## config.mk

```make
export PLATFORM = sky130hd
export DESIGN_NAME = instr_fetch_unit_flat
export DESIGN_NICKNAME = d
export VERILOG_FILES = /design/src/rtl/instr_fetch_unit_if.sv /design/src/rtl/instr_fetch_unit.sv /design/src/flat_wrapper.sv
export SDC_FILE = /design/constraint.sdc
export NUM_CORES = 1
export LEC_CHECK = 0
export ABC_AREA = 1
export CAP_MARGIN = 15
export CORE_MARGIN = 4
export CORE_UTILIZATION = 38
export CTS_CLUSTER_SIZE = 8
export DETAILED_ROUTE_END_ITERATION = 8
export PLACE_DENSITY = 0.83
export SETUP_SLACK_MARGIN = 0.1
export SLEW_MARGIN = 20
export SYNTH_ARGS = -nofsm -noshare
export SYNTH_HDL_FRONTEND = slang
export SYNTH_SLANG_ARGS = --single-unit
```

## constraint.sdc

```tcl
create_clock -name clk -period 1.2 [get_ports clk]
set_input_delay 0.12 -clock clk [delete_from_list [all_inputs] [get_ports clk]]
set_output_delay 0.12 -clock clk [all_outputs]
set_load 0.03 [all_outputs]
```

## src/rtl/instr_fetch_unit_if.sv

```systemverilog
// Fetch-side bundle for instr_fetch_unit: next-PC feedback, decode handshake,
// instruction-memory request/grant/response and status outputs.
// master = fetch unit, slave = surrounding next-PC logic / decode / memory.
interface instr_fetch_unit_if;
  logic [31:0] next_pc;
  logic        instr_ready;
  logic        imem_gnt;
  logic        imem_rvalid;
  logic [31:0] imem_rdata;
  logic        imem_req;
  logic [31:0] imem_addr;
  logic [31:0] pc;
  logic [31:0] instr;
  logic        instr_valid;
  logic [31:0] instr_count;
  logic        fetch_err;
  logic [1:0]  err_code;

  modport master (
    input  next_pc, instr_ready, imem_gnt, imem_rvalid, imem_rdata,
    output imem_req, imem_addr, pc, instr, instr_valid, instr_count,
           fetch_err, err_code
  );

  modport slave (
    output next_pc, instr_ready, imem_gnt, imem_rvalid, imem_rdata,
    input  imem_req, imem_addr, pc, instr, instr_valid, instr_count,
           fetch_err, err_code
  );
endinterface

```

## src/rtl/instr_fetch_unit.sv

```systemverilog
// instr_fetch_unit: holds the architectural PC, fetches one instruction per
// retirement over a req/gnt/rvalid handshake, counts retirements and flags
// misaligned fetch targets (err_code 01).
// Optional WAIT-state timeout (err_code 10) is built when FETCH_TIMEOUT_EN
// is defined; otherwise WAIT waits indefinitely.
module instr_fetch_unit #(
  parameter logic [31:0] RESET_PC       = 32'h0000_0000,
  parameter int unsigned TIMEOUT_CYCLES = 255
) (
  input  logic              clk,
  input  logic              reset,
  instr_fetch_unit_if.master bus
);

  typedef enum logic [1:0] {
    ST_REQ   = 2'd0,
    ST_WAIT  = 2'd1,
    ST_VALID = 2'd2,
    ST_ERR   = 2'd3
  } state_t;

  state_t      state_q, state_d;
  logic [31:0] pc_q, pc_d;
  logic [31:0] instr_q, instr_d;
  logic [31:0] count_q, count_d;
  logic        err_q, err_d;
  logic [1:0]  code_q, code_d;
  logic        retire;
  logic        timeout_hit;

  // Parameter sanity: reset PC must be word aligned, timeout limit nonzero.
  if (RESET_PC[1:0] != 2'b00) begin : g_bad_reset_pc
    $error("instr_fetch_unit: RESET_PC must be word aligned");
  end
  if (TIMEOUT_CYCLES == 0) begin : g_bad_timeout
    $error("instr_fetch_unit: TIMEOUT_CYCLES must be nonzero");
  end

  assign retire = (state_q == ST_VALID) && bus.instr_ready;

`ifdef FETCH_TIMEOUT_EN
  localparam logic [31:0] TMO_LAST = 32'(TIMEOUT_CYCLES - 1);

  logic [31:0] tmo_q, tmo_d;

  // The edge on which the counter would reach the limit is the timeout edge;
  // a response in that same cycle takes priority in the FSM.
  assign timeout_hit = (state_q == ST_WAIT) && !bus.imem_rvalid && (tmo_q == TMO_LAST);

  // Timeout counter: cleared on WAIT entry, counts WAIT cycles without rvalid.
  always_comb begin
    tmo_d = tmo_q;
    if (state_q == ST_REQ && bus.imem_gnt) begin
      tmo_d = '0;
    end else if (state_q == ST_WAIT && !bus.imem_rvalid) begin
      tmo_d = tmo_q + 32'd1;
    end
  end

  // Timeout counter register.
  always_ff @(posedge clk) begin
    if (reset) begin
      tmo_q <= '0;
    end else begin
      tmo_q <= tmo_d;
    end
  end
`else
  assign timeout_hit = 1'b0;
`endif

  // State register.
  always_ff @(posedge clk) begin
    if (reset) begin
      state_q <= ST_REQ;
    end else begin
      state_q <= state_d;
    end
  end

  // Next-state logic.
  always_comb begin
    state_d = state_q;
    case (state_q)
      ST_REQ:   if (bus.imem_gnt) state_d = ST_WAIT;
      ST_WAIT: begin
        if (bus.imem_rvalid) begin
          state_d = ST_VALID;
        end else if (timeout_hit) begin
          state_d = ST_ERR;
        end
      end
      ST_VALID: begin
        if (retire) begin
          state_d = (bus.next_pc[1:0] == 2'b00) ? ST_REQ : ST_ERR;
        end
      end
      default:  state_d = ST_ERR;
    endcase
  end

  // Datapath next values: capture, retirement PC load/count, error latch.
  always_comb begin
    pc_d    = pc_q;
    instr_d = instr_q;
    count_d = count_q;
    err_d   = err_q;
    code_d  = code_q;
    if (state_q == ST_WAIT && bus.imem_rvalid) begin
      instr_d = bus.imem_rdata;
    end
    if (timeout_hit) begin
      err_d  = 1'b1;
      code_d = 2'b10;
    end
    if (retire) begin
      count_d = count_q + 32'd1;
      pc_d    = bus.next_pc;
      if (bus.next_pc[1:0] != 2'b00) begin
        err_d  = 1'b1;
        code_d = 2'b01;
      end
    end
  end

  // Datapath registers; reset overrides a same-cycle retirement.
  always_ff @(posedge clk) begin
    if (reset) begin
      pc_q    <= RESET_PC;
      instr_q <= '0;
      count_q <= '0;
      err_q   <= 1'b0;
      code_q  <= 2'b00;
    end else begin
      pc_q    <= pc_d;
      instr_q <= instr_d;
      count_q <= count_d;
      err_q   <= err_d;
      code_q  <= code_d;
    end
  end

  // Outputs decoded from the current state and registers.
  always_comb begin
    bus.imem_req    = (state_q == ST_REQ);
    bus.instr_valid = (state_q == ST_VALID);
    bus.imem_addr   = pc_q;
    bus.pc          = pc_q;
    bus.instr       = instr_q;
    bus.instr_count = count_q;
    bus.fetch_err   = err_q;
    bus.err_code    = code_q;
  end

endmodule

```

## src/flat_wrapper.sv

```systemverilog
// flat-port wrapper written by rule: the top's interface ports become plain ports
module instr_fetch_unit_flat 
#(
  parameter logic [31:0] RESET_PC       = 32'h0000_0000,
  parameter int unsigned TIMEOUT_CYCLES = 255
)
  (clk, reset, bus_next_pc, bus_instr_ready, bus_imem_gnt, bus_imem_rvalid, bus_imem_rdata, bus_imem_req, bus_imem_addr, bus_pc, bus_instr, bus_instr_valid, bus_instr_count, bus_fetch_err, bus_err_code);
  instr_fetch_unit_if bus_i ();
  input  logic clk;
  input  logic reset;
  input wire logic [$bits(bus_i.next_pc)-1:0] bus_next_pc;
  input wire logic [$bits(bus_i.instr_ready)-1:0] bus_instr_ready;
  input wire logic [$bits(bus_i.imem_gnt)-1:0] bus_imem_gnt;
  input wire logic [$bits(bus_i.imem_rvalid)-1:0] bus_imem_rvalid;
  input wire logic [$bits(bus_i.imem_rdata)-1:0] bus_imem_rdata;
  output wire logic [$bits(bus_i.imem_req)-1:0] bus_imem_req;
  output wire logic [$bits(bus_i.imem_addr)-1:0] bus_imem_addr;
  output wire logic [$bits(bus_i.pc)-1:0] bus_pc;
  output wire logic [$bits(bus_i.instr)-1:0] bus_instr;
  output wire logic [$bits(bus_i.instr_valid)-1:0] bus_instr_valid;
  output wire logic [$bits(bus_i.instr_count)-1:0] bus_instr_count;
  output wire logic [$bits(bus_i.fetch_err)-1:0] bus_fetch_err;
  output wire logic [$bits(bus_i.err_code)-1:0] bus_err_code;
  assign bus_i.next_pc = bus_next_pc;
  assign bus_i.instr_ready = bus_instr_ready;
  assign bus_i.imem_gnt = bus_imem_gnt;
  assign bus_i.imem_rvalid = bus_imem_rvalid;
  assign bus_i.imem_rdata = bus_imem_rdata;
  assign bus_imem_req = bus_i.imem_req;
  assign bus_imem_addr = bus_i.imem_addr;
  assign bus_pc = bus_i.pc;
  assign bus_instr = bus_i.instr;
  assign bus_instr_valid = bus_i.instr_valid;
  assign bus_instr_count = bus_i.instr_count;
  assign bus_fetch_err = bus_i.fetch_err;
  assign bus_err_code = bus_i.err_code;
  instr_fetch_unit #(.RESET_PC(RESET_PC), .TIMEOUT_CYCLES(TIMEOUT_CYCLES)) u_core (.clk(clk), .reset(reset), .bus(bus_i));
endmodule
```

# Word-level counts from Yosys, hierarchy flattened
# Index checks and enable logic that the tools add are counted.
[totals]
ff_bits = 99
latchBits = 0
ramBits = 0
mem_bits_ro = 0
word_cells = 23
memories = 0
[op_classes]
add_sub_neg = 1
mul = 0
n_div = 0
n_lt_le_gt_ge = 0
eq_ne = 5
shifts = 0
muxes = 5
bitwise_logic = 0
reduce_logical = 7
[op_table]
columns = ["cell", "count"]
rows = [
  ["$add A32 B1 Y32 const B", 1],
  ["$mux W2", 4],
  ["$pmux W2 S3", 1],
  ["$logic_not A2 Y1", 2],
  ["$ne A2 B2 Y1 const B", 2],
  ["$reduce_and A3 Y1", 1],
  ["$eq A2 B1 Y1 const B", 1],
  ["$eq A2 B2 Y1 const B", 1],
  ["$logic_and A1 B1 Y1", 2],
  ["$ne A2 B1 Y1 const B", 1],
  ["$reduce_and A2 Y1", 1],
  ["$reduce_bool A2 Y1", 1],
]

# Depth between registers and ports, before layout
# Gate-level depths: netlist (run 1).
[depth]
depth_word = 4
depth_mapped = 10
ltp_nobuf = 10

# Worst setup path after synthesis (run 1)
# OpenSTA, ideal clock, no wires.
[synth_path]
kind = "reg2reg"
startpoint = "register u_core.count_q[1] (netlist: u_core.bus.instr_count[1])"
endpoint = "register u_core.count_q[22] (netlist: u_core.bus.instr_count[22])"
setup_ns = 0.113
t_arrival_ns = 1.492
t_required_ns = 1.087
slack_ns = -0.405
path_stages_with_launch = 9
n_path_buf = 0
synth_period_minus_slack_ns = 1.605
path_cell_list = "dfxtp_1 ha_1 nand2_1 nor2_2 nand2_1 nor2_4 nand3b_1 nor2_1 nor2_1"
[synth_between]
elab_chain_len = 1
[synth_lines]
columns = ["element", "line", "rtl"]
rows = [
  ["from (decl)", "instr_fetch_unit.sv:25", "logic [31:0] count_q, count_d;"],
  ["from (signal assigned)", "instr_fetch_unit.sv:137", "count_q <= count_d;"],
  ["$add A32 B1 Y32", "instr_fetch_unit.sv:117", "count_d = count_q + 32'd1;"],
]
# No other way between the ends.
# A chain may end at the register's enable or synchronous reset.

# Final worst setup path (run 1)
[layout_path]
startpoint = "register u_core.count_q[0] (netlist: u_core.bus.instr_count[0])"
endpoint = "register u_core.count_q[10] (netlist: u_core.bus.instr_count[10])"
# Same word-level chain as after synthesis.

==> results of run 1 <==
==> state kept, by name, indices dropped and copies added (netlist names) <==
register	flops
u_core.bus.imem_addr	32
u_core.bus.instr	32
u_core.bus.instr_count	32
u_core.state_q	2
u_core.bus.err_code	1
==> worst min-delay path, delay by kind of cell <==
family	cells	cell delay [ns]
AND/OR/NAND/NOR	2	0.15
buffers and inverters	1	0.39
==> area by class of cell <==
| type | instances | area [um^2] | area share |
|---|---|---|---|
| repair buffers | 291 | 2680 | 0.334 |
| multi-input cells | 383 | 2430 | 0.303 |
| flip-flops and latches | 99 | 2060 | 0.257 |
| inverters | 82 | 315 | 0.0393 |
| clock buffers | 13 | 293 | 0.0365 |
| well taps | 143 | 179 | 0.0223 |
| clock inverters | 3 | 65.1 | 0.00811 |
==> power groups by stage <==
stage | registers, mW | clock network, mW | logic [mW]
6_report | 3.72 | 3.43 | 2.88
3_5_place_dp | 3.77 | 0 | 2.35
5_1_grt | 3.75 | 3.61 | 3.04
4_1_cts | 3.71 | 3.47 | 2.69
3_3_place_gp | 3.76 | 0 | 2.33
2_1_floorplan | 4.22 | 0 | 0.869
==> metal layers <==
metal / wire length, um / global-route usage
met5: 0 / 0
met2: 8710 / 0.395
met4: 268 / 0.0464
met1: 6310 / 0.260
met3: 1410 / 0.0601
==> cell families after synthesis <==
family,after synthesis
simple gates,246
buf+inv,140
compound gates,133
flops,99
xor+xnor,2
fa+ha+maj,1
other cells,1
==> synth_stat cells (all sizes together) <==
master,count
buf,43
ha,1
nor3b,1
nor3,3
o21ai,78
xor2,2
conb,1
a21oi,54
a31oi,1
nor2,132
clkbuf,15
nand3,28
nand3b,2
clkinv,1
nand2,74
dfxtp,99
inv,81
nand4,6
==> final timing paths <==
path	start	endpoint	slack, ns	depth (start not counted)
worst min-delay path	bus_next_pc[5]	u_core.bus.imem_addr[5]$_SDFFE_PP0P_	0.34	3
worst max-delay path	u_core.bus.instr_count[0]$_SDFFE_PP0P_	u_core.bus.instr_count[10]$_SDFFE_PP0P_	-0.34	7
worst min register to register	u_core.bus.instr[17]$_SDFFE_PP0P_	u_core.bus.instr[17]$_SDFFE_PP0P_	0.44	2
worst max register to register	u_core.bus.instr_count[0]$_SDFFE_PP0P_	u_core.bus.instr_count[10]$_SDFFE_PP0P_	-0.34	7
==> timing repair <==
action | CTS | global route
buffers inserted | 19 | 13
cloned | 8 | 2
setup endpoints to repair | 215 | 136
pin swaps | 28 | 45
resized for setup | 732 | 120
==> flow_summary.ini, run 1 <==
[status]
status = finished, violations left
violations = negative setup slack

[synthesis]
synth_mux_area_frac = 0
synth-xor-area-share = 0.00393
yosys_warnings = 0
ys_seq_area_frac = 0.445
synth.avg_cell_area_um2 = 7.17
netlist.area_leader.share = 0.445
syn_area_um2 = 4460
syn-num-nets = 692
synth_area_leaders = dfxtp_1, nor2_1, o21ai_0
synth_top_family_by_area = simple AND/OR/NAND/NOR gates
yosysTopAreaCell = dfxtp_1
yosys.area_share.adder = 0.00281
ys_types = 28
ys_ff_latch = 99
syn_inst = 622
synth_compound_gate_area_share = 0.150
synthSimpleGateAreaFrac = 0.248

[route]
drt_iter0_markers = 371
detail_route.drc_violations = 0
antenna_left = 0
via_per_inst = 5.07
drt-total-wl_mm = 16.7
drtPass1Iterations = 5
wl_per_cell_um = 16.5
vias = 5138

[pwr]
finalPower_mw = 10.0
clock_power_share = 0.342
sw_frac_of_total = 0.311
comb_power_share = 0.287
p_leak_nw = 3.61
vdd_ir_drop_max_v = 0.00119
seq_power_share = 0.371
intPower_mw = 6.92
p_switching_mw = 3.12
p_per_area_nw_per_um2 = 1250

[grt]
grt_pass1_wl_mm = 23.8
antenna_found_initial = 0
grt.total_usage = 0.219
grt_max_degree = 34
first_global_vias = 4884
gr-total-overflow = 0

[worst_setup_path]
crit_path_top_delay_cell = dfxtp_4
max_stage_delay_ns = 0.37
worstPathCellList = ha_4, nand2_4, nor2_4, nand3_2, nor2_2, xor2_1, nor2_1
cp_top_family = simple AND/OR/NAND/NOR gates
required_ns = 1.42
startpoint_type = register
end_kind = register
arrival_ns = 1.76
critPathMaxFanout = 4
worstSetupPathType = reg -> reg
cp_num_buf_inv = 0

[timing]
fin_crit_ns = 1.54
setup_ws_ns = -0.343
rsz0062_at_grt = true
tns_ns = -9.45
period_share = 1.29
setup_viol = 92
hold_viol = 0
skew_ns = 0.0101
fmax_ghz = 0.648
slew_violations = 0
hold_slack_ns = 0.339

[cells_and_area]
num_antenna_cells = 0
fin_util = 0.700
final_common_cell = nor2_1
nets = 936
final_cell_area_um2 = 8020
stdcell_count = 1014
final_cell_mix = nor2_1, buf_2, inv_1
nFillCells = 845
synthToLayoutAreaGrowth_pct = 80.0
drive_gt1_frac = 0.485

[placement]
post-place-ws_ns = -0.375
dp_cells = 962
dp_hpwl_mm = 9.53
place.gp.congestion = 0.851
placed_area_um2 = 6890
portBuffers = 200

[min_path]
hp-class = in -> reg

[floorplan]
core_area_um2 = 11500
rows = 39
die_h_um = 116
initial_core_util = 0.389
die_x_um = 116
dieArea_um2 = 13500
io_pins = 202

[clock_network]
clock_sinks = 99
clkTransAtPathRegs_ns = 0.08
cts_tree = done
worst_skew_pair.late_latency_ns = 0.35
cts_root_buffer = clkbuf_16
cts_hold_buf = 0
cts_made_buffers = 9
h-tree-depth = 3
cts_buffer_depth = 2

[run]
maxCapViolations = 0
Note: power is estimated with default switching activity, not from simulation.
==> run 2: changes to the inputs <==
- CAP_MARGIN: 15 -> not set
- CORE_ASPECT_RATIO: not set -> 1.1
==> flow_summary.ini, run 2 (synthesis gave the netlist of run 1 again) <==
[placement]
dp_hpwl_mm = 10.5
placed_area_um2 = 7060
portBuffers = 200
place.gp.congestion = 0.867

[worst_setup_path]
startpoint_type = register
required_ns = 1.43
critPathMaxFanout = 4
arrival_ns = 1.73
rr_worst_depth = 8
worstSetupPathType = reg -> reg
rrSetupSlack_ns = -0.30
end_kind = register
rr_endpoint = u_core.bus.instr_count[13]$_SDFFE_PP0P_
r2r-start = u_core.bus.instr_count[0]$_SDFFE_PP0P_

[cells_and_area]
final_cell_area_um2 = 8470
final_cell_mix = nor2_1, buf_2, inv_1
regArea_um2 = 2060
drive_gt1_frac = 0.520
nFillCells = 769
nets = 961
num_antenna_cells = 0
synthToLayoutAreaGrowth_pct = 90.1
multi_input_area_um2 = 2590

[pwr]
finalPower_mw = 9.79
p_per_area_nw_per_um2 = 1160
p_leak_nw = 3.79
vdd_ir_drop_max_v = 0.000663

[clock_network]
cts_made_buffers = 9
clkTransAtPathRegs_ns = 0.07
worst_skew_pair.late_latency_ns = 0.34
cts_buffer_depth = 2
h-tree-depth = 3
cts_tree = done
cts_root_buffer = clkbuf_16
clock_sinks = 99
cts_hold_buf = 0

[min_path]
hp-class = in -> reg
hold-path-cell-count = 3
min_to = u_core.bus.imem_addr[18]$_SDFFE_PP0P_
worstHoldStart = bus_next_pc[18]

[floorplan]
dieArea_um2 = 13500
core_area_um2 = 11500
io_pins = 202
die_h_um = 122
initial_core_util = 0.388
rows = 41
die_x_um = 111

[status]
status = finished, violations left
violations = negative setup slack

[route]
drtPass1Iterations = 5
wl_per_cell_um = 17.2
drt-total-wl_mm = 18.0
via_per_inst = 5.03
antenna_left = 0
drt_iter0_markers = 379
detail_route.drc_violations = 0
vias = 5258

[grt]
gr-total-overflow = 0
grt_pass1_wl_mm = 26.0
grt.total_usage = 0.238
first_global_vias = 5073
antenna_found_initial = 0
grt_max_degree = 17

[timing]
setup_viol = 96
tns_ns = -10.53
slew_violations = 0
hold_viol = 0
hold_slack_ns = 0.348
fmax_ghz = 0.665
setup_ws_ns = -0.305
rsz0062_at_grt = true
period_share = 1.25
skew_ns = 0.00968
fin_crit_ns = 1.50

[run]
maxCapViolations = 0
[run 2: what timing repair did]
item,in CTS,in global routing
endpoints found under the setup margin,200,149
gates resized for setup,632,172
buffers inserted,16,19
cloned,11,5
pin swaps,41,48
[run 2: worst max path at each step]
stage	start	to	slack [ns]	cells past startpoint
4_1_cts	u_core.bus.instr_count[0]$_SDFFE_PP0P_	u_core.bus.instr_count[24]$_SDFFE_PP0P_	-0.16	8
3_5_place_dp	bus_instr_ready	u_core.bus.instr_count[6]$_SDFFE_PP0P_	-0.42	7
6_report	u_core.bus.instr_count[0]$_SDFFE_PP0P_	u_core.bus.instr_count[13]$_SDFFE_PP0P_	-0.30	8
2_1_floorplan	u_core.bus.instr_count[0]$_SDFFE_PP0P_	u_core.bus.instr_count[24]$_SDFFE_PP0P_	-0.15	8
3_3_place_gp	bus_instr_ready	u_core.bus.instr_count[6]$_SDFFE_PP0P_	-0.38	7
5_1_grt	u_core.bus.instr_count[1]$_SDFFE_PP0P_	u_core.bus.instr_count[13]$_SDFFE_PP0P_	-0.36	8
[run 2: power by group]
group / switching (mW) / internal (mW) / total (mW) / leakage [nW]
clock: 1.28 / 1.67 / 2.95 / 0.148
sequential: 0.198 / 3.52 / 3.72 / 0.824
combinational: 1.72 / 1.40 / 3.12 / 2.82
[run 2: layout make-up]
type | count | area share
repair buffers | 316 | 0.357
multi-input cells | 383 | 0.306
flip-flops and latches | 99 | 0.243
inverters | 82 | 0.0369
clock buffers | 14 | 0.0338
well taps | 150 | 0.0222
clock inverters | 2 | 0.00162
[run 2: stage by stage]
stage | utilization | cells | setup WS (ns)
after floorplan | - | 622 | -0.146
after global placement | 0.614 | 984 | -0.376
after detailed placement | 0.614 | 984 | -0.420
after CTS | 0.689 | 1027 | -0.163
after global routing | 0.737 | 1046 | -0.359
final | 0.737 | 1046 | -0.305
[run 2: per-layer routing]
layer,vias to the layer above,share of wire,track usage
met2,246,0.52,0.422
met1,2481,0.38,0.281
met4,0,0.036,0.112
met5,-,0,0
li1,2479,-,-
met3,52,0.068,0.0427
[run 2: critical path, cell delays in order (launching register included)]
cell and delay [ns]:
dfxtp_4 0.37, inv_1 0.08, nor2_4 0.19, buf_4 0.14, nand3_2 0.12, nor2_4 0.16
nand2_2 0.10, o21ai_2 0.16, nor2_1 0.07
